## config.mk

```make
export PLATFORM = sky130hd
export DESIGN_NAME = m3ds_tsenc_48
export DESIGN_NICKNAME = d
export VERILOG_FILES = /design/src/rtl/m3ds_tsenc_pkg.sv /design/src/rtl/m3ds_tsenc_len.sv /design/src/rtl/m3ds_tsenc_48.sv
export SDC_FILE = /design/constraint.sdc
export NUM_CORES = 1
export LEC_CHECK = 0
export BUFFER_PORTS_ARGS = -buffer_cell sky130_fd_sc_hd__buf_2
export CAP_MARGIN = 20
export CORE_UTILIZATION = 45
export CTS_CLUSTER_SIZE = 10
export DETAILED_ROUTE_END_ITERATION = 10
export SLEW_MARGIN = 5
export SYNTH_ARGS = -nofsm -noshare
export SYNTH_HDL_FRONTEND = slang
export SYNTH_SLANG_ARGS = --single-unit
```

## constraint.sdc

```tcl
create_clock -name clk -period 3.7 [get_ports clk]
set_input_delay 0.74 -clock clk [delete_from_list [all_inputs] [get_ports clk]]
set_output_delay 0.74 -clock clk [all_outputs]
set_load 0.01 [all_outputs]
```

## src/rtl/m3ds_tsenc_pkg.sv

```systemverilog
// Shared constants, header codes and FSM state type for the timestamp encoder.
package m3ds_tsenc_pkg;

    localparam int unsigned TS_W            = 48;
    localparam int unsigned GRP_W           = 7;
    localparam int unsigned FULL_BYTES      = 7;
    localparam int unsigned DELTA_MAX_BYTES = 5;
    localparam int unsigned DELTA_LIMIT_BIT = 35;

    localparam logic [1:0] HDR_FULL  = 2'b11;
    localparam logic [1:0] HDR_DELTA = 2'b10;

    typedef enum logic [1:0] {
        StIdle,
        StHdr,
        StPay
    } state_e;

    // Header byte: packet type in [7:6], overflow flag in [0].
    function automatic logic [7:0] hdr_byte(input logic is_full, input logic ovf);
        return {(is_full ? HDR_FULL : HDR_DELTA), 5'b00000, ovf};
    endfunction

endpackage

```

## src/rtl/m3ds_tsenc_len.sv

```systemverilog
// Chooses full vs delta packet and the delta payload length in 7-bit groups.
module m3ds_tsenc_len
    import m3ds_tsenc_pkg::*;
(
    input  logic [TS_W-1:0] delta_i,
    input  logic            first_flag_i,
    input  logic            sync_due_i,
    output logic            is_full_o,
    output logic [2:0]      nbytes_o
);

    // Highest non-zero group below the delta limit sets the byte count; zero still sends one byte.
    always_comb begin
        nbytes_o = 3'd1;
        for (int g = 1; g < DELTA_MAX_BYTES; g++) begin
            if (delta_i[g*GRP_W +: GRP_W] != '0) begin
                nbytes_o = 3'(g + 1);
            end
        end
        is_full_o = first_flag_i | sync_due_i | (delta_i[TS_W-1:DELTA_LIMIT_BIT] != '0);
    end

endmodule

```

## src/rtl/m3ds_tsenc_48.sv

```systemverilog
// Timestamp encoder: captures the 48-bit counter on request and emits a header
// byte plus LSB-first 7-bit-group payload (full value or delta vs last capture).
// Optional periodic full-value sync is enabled by defining M3DS_TSENC_SYNC_EN.
module m3ds_tsenc_48
    import m3ds_tsenc_pkg::*;
#(
    parameter int unsigned SYNC_PERIOD = 256
) (
    input  logic            clk,
    input  logic            resetn,
    input  logic [TS_W-1:0] tsvalueb_i,
    input  logic            tsreq_i,
    output logic            pkt_valid_o,
    output logic [7:0]      pkt_data_o,
    input  logic            pkt_ready_i,
    output logic            busy_o,
    output logic            ovf_o
);

    state_e            state_q;
    logic [TS_W-1:0]   last_q;
    logic [TS_W-1:0]   sr_q;
    logic [2:0]        rem_q;      // payload bytes not yet placed on the bus
    logic              first_q;
    logic              ovf_q;
    logic              valid_q;
    logic [7:0]        data_q;

    logic              hs;
    logic              last_hs;
    logic              cap;
    logic              drop;
    logic [TS_W-1:0]   delta;
    logic              is_full;
    logic [2:0]        nbytes;
    logic              sync_due;
    logic [7:0]        next_byte;

`ifdef M3DS_TSENC_SYNC_EN
    logic [15:0] sync_q;

    // Sync counter; the first capture after reset counts as capture 1 of the period.
    always_ff @(posedge clk or negedge resetn) begin
        if (!resetn) begin
            sync_q <= '0;
        end else if (cap) begin
            if (first_q) begin
                sync_q <= 16'd1;
            end else if (is_full) begin
                sync_q <= '0;
            end else begin
                sync_q <= sync_q + 16'd1;
            end
        end
    end

    assign sync_due = (sync_q == 16'(SYNC_PERIOD - 1));
`else
    assign sync_due = 1'b0;
`endif

    // Handshake, capture and drop decode; capture is allowed on the final payload handshake.
    always_comb begin
        hs        = valid_q & pkt_ready_i;
        last_hs   = (state_q == StPay) & hs & (rem_q == 3'd0);
        cap       = tsreq_i & ((state_q == StIdle) | last_hs);
        drop      = tsreq_i & ~cap & (state_q != StIdle);
        delta     = tsvalueb_i - last_q;
        next_byte = {(rem_q != 3'd1), sr_q[GRP_W-1:0]};
    end

    m3ds_tsenc_len u_len (
        .delta_i      (delta),
        .first_flag_i (first_q),
        .sync_due_i   (sync_due),
        .is_full_o    (is_full),
        .nbytes_o     (nbytes)
    );

    // Packet FSM with registered byte outputs; a capture overrides the state update.
    always_ff @(posedge clk or negedge resetn) begin
        if (!resetn) begin
            state_q <= StIdle;
            last_q  <= '0;
            sr_q    <= '0;
            rem_q   <= '0;
            first_q <= 1'b1;
            ovf_q   <= 1'b0;
            valid_q <= 1'b0;
            data_q  <= '0;
        end else begin
            if (drop) begin
                ovf_q <= 1'b1;
            end
            case (state_q)
                StIdle: ;
                StHdr: begin
                    if (hs) begin
                        data_q  <= next_byte;
                        sr_q    <= sr_q >> GRP_W;
                        rem_q   <= rem_q - 3'd1;
                        state_q <= StPay;
                    end
                end
                StPay: begin
                    if (hs) begin
                        if (rem_q == 3'd0) begin
                            valid_q <= 1'b0;
                            state_q <= StIdle;
                        end else begin
                            data_q <= next_byte;
                            sr_q   <= sr_q >> GRP_W;
                            rem_q  <= rem_q - 3'd1;
                        end
                    end
                end
                default: state_q <= StIdle;
            endcase
            if (cap) begin
                last_q  <= tsvalueb_i;
                first_q <= 1'b0;
                ovf_q   <= 1'b0;
                data_q  <= hdr_byte(is_full, ovf_q);
                valid_q <= 1'b1;
                sr_q    <= is_full ? tsvalueb_i : delta;
                rem_q   <= is_full ? 3'(FULL_BYTES) : nbytes;
                state_q <= StHdr;
            end
        end
    end

    assign pkt_valid_o = valid_q;
    assign pkt_data_o  = data_q;
    assign busy_o      = (state_q != StIdle);
    assign ovf_o       = ovf_q;

endmodule

```

; ---- Word level (Yosys, flattened, before mapping)
; Cells that the tools add are included.
[classes]
addsub = 2
n_eq_ne = 8
mux = 33
n_bitwise = 9
reduce_logical = 16
[ops]
columns = op, count
row1 = 48-bit 2-to-1 mux, 5
row2 = 48-bit case mux with 2 select lines, 1
row3 = 48-bit subtractor, 1
row4 = 8-bit 2-to-1 mux, 4
row5 = 7-bit nonzero test, 4
row6 = 3-bit 2-to-1 mux, 7
row7 = 8-bit case mux with 2 select lines, 1
row8 = 13-bit nonzero test, 1
row9 = 2-bit 2-to-1 mux, 6
row10 = 2-bit nonzero test, 5
row11 = 3-bit != test (second input constant), 3
row12 = 4-bit AND reduction, 2
row13 = 1-bit 2-to-1 mux, 7
row14 = 1-bit bitwise AND, 6
row15 = 2-bit case mux with 3 select lines, 1
row16 = 3-bit case mux with 2 select lines, 1
row17 = 3-bit logical NOT, 1
row18 = 3-bit by 1-bit != test with 1-bit output (second input constant), 1
row19 = 3-bit by 2-bit != test with 1-bit output (second input constant), 1
row20 = 3-bit AND reduction, 1
row21 = 3-bit nonzero test, 1
row22 = 3-bit by 1-bit subtractor with 3-bit output (second input constant), 1
row23 = 2-bit by 1-bit == test with 1-bit output (second input constant), 1
row24 = 2-bit == test (second input constant), 1
row25 = 4 further kinds, 5
[word_totals]
register_bits = 112
inputBits = 52
output_inout_bits = 11

; ---- Longest topological paths before layout
[logic_depth]
depth_word = 10
ltp_mapped = 16

; ---- By module
; Synthesis repeated with hierarchy kept, for this count alone.
[unflattened]
cells_unflattened = 990
area_unflattened_um2 = 7961.4
[by_module_without_submodules]
columns = mod, n_inst, cells_each, area_each_um2, seq_area_each_um2
row1 = m3ds_tsenc_48, 1, 971, 7840.0, 2803.9
row2 = m3ds_tsenc_len, 1, 19, 121.4, 0.0

; ---- Worst setup path before layout
; Ideal clock, no wire load.
[synth_path]
kind = in2reg
startpoint = input tsvalueb_i[0]
endpoint = register sr_q[43]
setup_ns = 0.122
t_arrival_ns = 3.879
t_required_ns = 3.578
setup_slack_ns = -0.300
stages = 16
path_buffers = 2
path_cell_list = inv_1 ha_1 inv_1 fa_1 a21o_1 a221o_1 nand2_1 a31o_1 a2111oi_2 or3_1 a2111oi_4 and4_1 buf_4 nand4_4 buf_6 a32o_1
[synth_between]
elab_chain_len = 5
[synth_lines]
columns = element, line
row1 = start: declaration, m3ds_tsenc_48.sv:11  ; input logic [TS_W-1:0] tsvalueb_i,
row2 = 48-bit subtractor *, m3ds_tsenc_48.sv:68  ; delta = tsvalueb_i - last_q;
row3 = 13-bit nonzero test, m3ds_tsenc_len.sv:20  ; is_full_o = first_flag_i | sync_due_i | (delta_i[TS_W-1:DELTA_LIMIT_BIT] != '0);
row4 = 1-bit OR, m3ds_tsenc_len.sv:20
row5 = 48-bit 2-to-1 mux *, m3ds_tsenc_48.sv:125  ; sr_q <= is_full ? tsvalueb_i : delta;
row6 = 48-bit 2-to-1 mux *, m3ds_tsenc_48.sv:119  ; if (cap) begin
row7 = end signal: assignment, m3ds_tsenc_48.sv:100  ; sr_q <= sr_q >> GRP_W;
row8 = end signal: assignment, m3ds_tsenc_48.sv:112  ; sr_q <= sr_q >> GRP_W;
row9 = end signal: assignment, m3ds_tsenc_48.sv:125
row10 = end: declaration, m3ds_tsenc_48.sv:22  ; logic [TS_W-1:0] sr_q;
; Mark *: on every way between the ends. The rest lies on a longest branch, timed or not.
; A chain may end at the register's enable or synchronous reset.

; ---- Worst setup path after layout
[layout_path]
startpoint = input tsvalueb_i[23]
endpoint = register sr_q[18]
[layout_between]
elab_chain_len = 5
[layout_lines]
columns = element, line
row1 = 48-bit subtractor, m3ds_tsenc_48.sv:68
row2 = 13-bit nonzero test, m3ds_tsenc_len.sv:20
row3 = 1-bit OR, m3ds_tsenc_len.sv:20
row4 = 48-bit 2-to-1 mux, m3ds_tsenc_48.sv:125
row5 = 48-bit 2-to-1 mux, m3ds_tsenc_48.sv:119
; Every way passes these cells.

==> flow_metrics.env <==
export IMPL_status="complete, but fails checks"
export IMPL_violations="negative setup slack"
export IMPL_worst_slew_pin_slew_ns=0.6230
export IMPL_wl_um=30960
export IMPL_grt_pass1_vias=8811
export IMPL_clk_insertion_delay_late_ns=0.37
export IMPL_netlist_area_um2=8880
export IMPL_syn_mean_instance_area_um2=8.385
export IMPL_synth_area_leaders="dfrtp_1, ha_1, mux2i_1"
export IMPL_p_per_area_nw_per_um2=1021
export IMPL_io_buffers=62
export IMPL_synth_edf_count=0
export IMPL_drive_above_1_share_pct=37.45
export IMPL_clock_root_buffer="clkbuf_16"
export IMPL_rsz0062_at_grt="yes"
export IMPL_min_period_over_period_pct=104.2
export IMPL_drt_antenna_violating_nets=0
export IMPL_arrival_ns=4.08
export IMPL_grt_pass1_wl_um=47450
export IMPL_dieHeight_um=142.5
export IMPL_critical_path_class="in2reg"
export IMPL_ys_seq_area_share_pct=31.58
export IMPL_cts_buffer_depth=2
export IMPL_cts_buffers_inserted=9
export IMPL_wire_per_inst_um=18.88
export IMPL_setup_viol=52
export IMPL_cp_max_fo=11
export IMPL_antenna_found_initial=0
export IMPL_ys_top_cells_by_count="nand2_1, dfrtp_1, o21ai_0, nor2_1, a21oi_1"
export IMPL_dpl_hpwl_um=22270
export IMPL_final_seq_area_um2=2804
export IMPL_fin_area_um2=13110
export IMPL_critPathLaunchType="input pin"
export IMPL_ys_ff_latch=112
export IMPL_async_reset_ff_share_pct=100.0
export IMPL_firstDrtPassIters=5
export IMPL_drtIter0Drc=684
export IMPL_synth_most_common_cell="nand2_1"
export IMPL_drv_slew=0
export IMPL_synthFlopType="dfrtp_1"
export IMPL_multi_input_comb_area_um2=6294
export IMPL_drv_cap=0
export IMPL_die_x_um=142.5
export IMPL_syn_to_final_growth_pct=47.60
export IMPL_synth_top_cell_area_share_pct=31.28
export IMPL_synth_cell_types=75
export IMPL_vias=9426
export IMPL_htreeDepth=3
export IMPL_cts_sinks=112
export IMPL_row_count=51
export IMPL_worst_clock_skew_ns=0.009868
export IMPL_yosysWarningCount=0
export IMPL_finalHoldViolCount=0
export IMPL_power_mw=13.38
export IMPL_clkTransAtPathRegs_ns=0.09
export IMPL_coreArea_um2=19400
export IMPL_end_kind="flop"
export IMPL_cts_tree="built"
export IMPL_fin_ws_ns=-0.1572
export IMPL_cp_required_ns=3.92
export IMPL_hold_class="in2async"
export IMPL_fin_nets=1473
export IMPL_top_layer_used="met4"
export IMPL_leakage_nw=5.838
export IMPL_syn_inst=1059
export IMPL_utilization_pct=67.56
export IMPL_num_fill_cells=1634
export IMPL_syn_nets=1162
export IMPL_drc=0
export IMPL_relSlewSlack_pct=58.47
export IMPL_grt_overflow=0
export IMPL_ir_drop_uv=494.6
export IMPL_route_met3_wl_um=1594
export IMPL_max_freq_ghz=0.2593
export IMPL_diodes=0
export IMPL_place_area_um2=11750
export IMPL_floorplan_initialDensity_pct=45.78
export IMPL_grt_max_degree=113
export IMPL_met1Wirelength_um=14690
export IMPL_synth_area_leader_cell="dfrtp_1"
export IMPL_die_area_um2=20300
export IMPL_via_per_inst=5.748
export IMPL_cts_hold_buffers=0
export IMPL_wl_met2_um=14000
export IMPL_track_usage_pct=30.38
export IMPL_fin_crit_ns=3.857
export IMPL_gp_congestion=0.9315
export IMPL_io_pins=63
==> cell families after synthesis <==
| kind of cell | count (synthesis) | synth area share, % |
|---|---|---|
| flip-flops | 112 | 31.58 |
| multiplexers | 50 | 5.650 |
| buffers and inverters | 137 | 6.327 |
| adder cells (fa/ha/maj) | 51 | 7.271 |
| XOR/XNOR | 41 | 4.044 |
| AO/OA/AOI/OAI | 353 | 28.07 |
| AND/OR/NAND/NOR | 315 | 17.06 |
==> registers in the layout, indices dropped and copies added, names as in the netlist <==
| signal | flops |
|---|---|
| rem_q | 3 |
| state_q | 2 |
| first_q | 1 |
| pkt_valid_o | 1 |
| pkt_data_o | 8 |
| ovf_o | 1 |
| last_q | 48 |
| sr_q | 48 |
==> path summary, 6_finish.rpt <==
path                                 from  depth (start not counted)  slack [ns]             to
min reg2reg                      sr_q[46]                          1        0.50       sr_q[46]
max                        tsvalueb_i[23]                         14       -0.16       sr_q[18]
min                                resetn                          2        0.44  pkt_data_o[4]
max reg2reg                     last_q[0]                         15       -0.04       sr_q[18]
max in group asynchronous          resetn                          2        2.79       sr_q[28]
min in group clk                 sr_q[46]                          1        0.50       sr_q[46]
==> stage by stage <==
| stage | hold WS (ns) | setup TNS (ns) | instances | worst slack (ns) |
|---|---|---|---|---|
| global route | 0.5103 | -9.584 | 1640 | -0.2799 |
| CTS | 0.4869 | -1.839 | 1618 | -0.08940 |
| global placement | 0.4765 | -30.05 | 1588 | -0.6551 |
| detailed placement | 0.4810 | -33.53 | 1588 | -0.7338 |
| floorplan | 0.4444 | -9.554 | 1059 | -0.2308 |
| finish | 0.4441 | -4.309 | 1640 | -0.1572 |
==> final cells by class <==
type | instances | area share, %
clock inverters | 6 | 0.5537
flip-flops and latches | 112 | 21.39
repair buffers | 376 | 23.87
well taps | 265 | 2.530
inverters | 60 | 1.814
clock buffers | 10 | 1.823
multi-input cells | 811 | 48.02
==> worst max-delay path: stages <==
cell and delay (ns):
buf_2 0.11, ha_1 0.35, nand2_1 0.20, nor2_2 0.23
o2111ai_2 0.23, a31o_4 0.29, a2111oi_4 0.34, o21ai_2 0.11
a2111oi_4 0.46, nand4_4 0.19, buf_4 0.19, buf_6 0.16
o41ai_4 0.36, a22oi_1 0.12
==> where the power goes <==
group / leakage, nW / total (mW) / internal, mW / switching, mW
combinational: 4.35 / 10.2 / 4.79 / 5.42
clock: 0.153 / 1.06 / 0.504 / 0.552
sequential: 1.33 / 2.11 / 1.80 / 0.315
total: 5.84 / 13.4 / 7.09 / 6.29
==> cell usage in the layout, fill, tap and decap left out, drive strengths merged, types with 17 or more instances in the layout <==
| cell | netlist | final |
|---|---|---|
| buf | 26 | 370 |
| nand2 | 124 | 124 |
| dfrtp | 111 | 111 |
| o21ai | 85 | 85 |
| nor2 | 77 | 77 |
| inv | 60 | 64 |
| a21oi | 61 | 61 |
| ha | 50 | 50 |
| mux2i | 49 | 49 |
| a41oi | 32 | 32 |
| o41ai | 32 | 32 |
| a22oi | 30 | 30 |
| xor2 | 24 | 24 |
| nand4 | 20 | 21 |
| a21o | 18 | 18 |
| nand3 | 17 | 17 |
| xnor2 | 17 | 17 |
==> layer usage <==
metal	track usage, %	up-vias
met1	44.80	4557
met4	8.489	0
met5	0	-
met3	2.961	55
li1	-	4560
met2	46.90	254
==> timing repair <==
action                     CTS  global route
gates resized for setup     57            63
setup buffers               11            20
setup endpoints to repair   52            52
hold endpoints to repair     0             0
gates cloned                 3             5
pin swaps                   18            37
No activity file was read; power rests on OpenSTA's default activity.
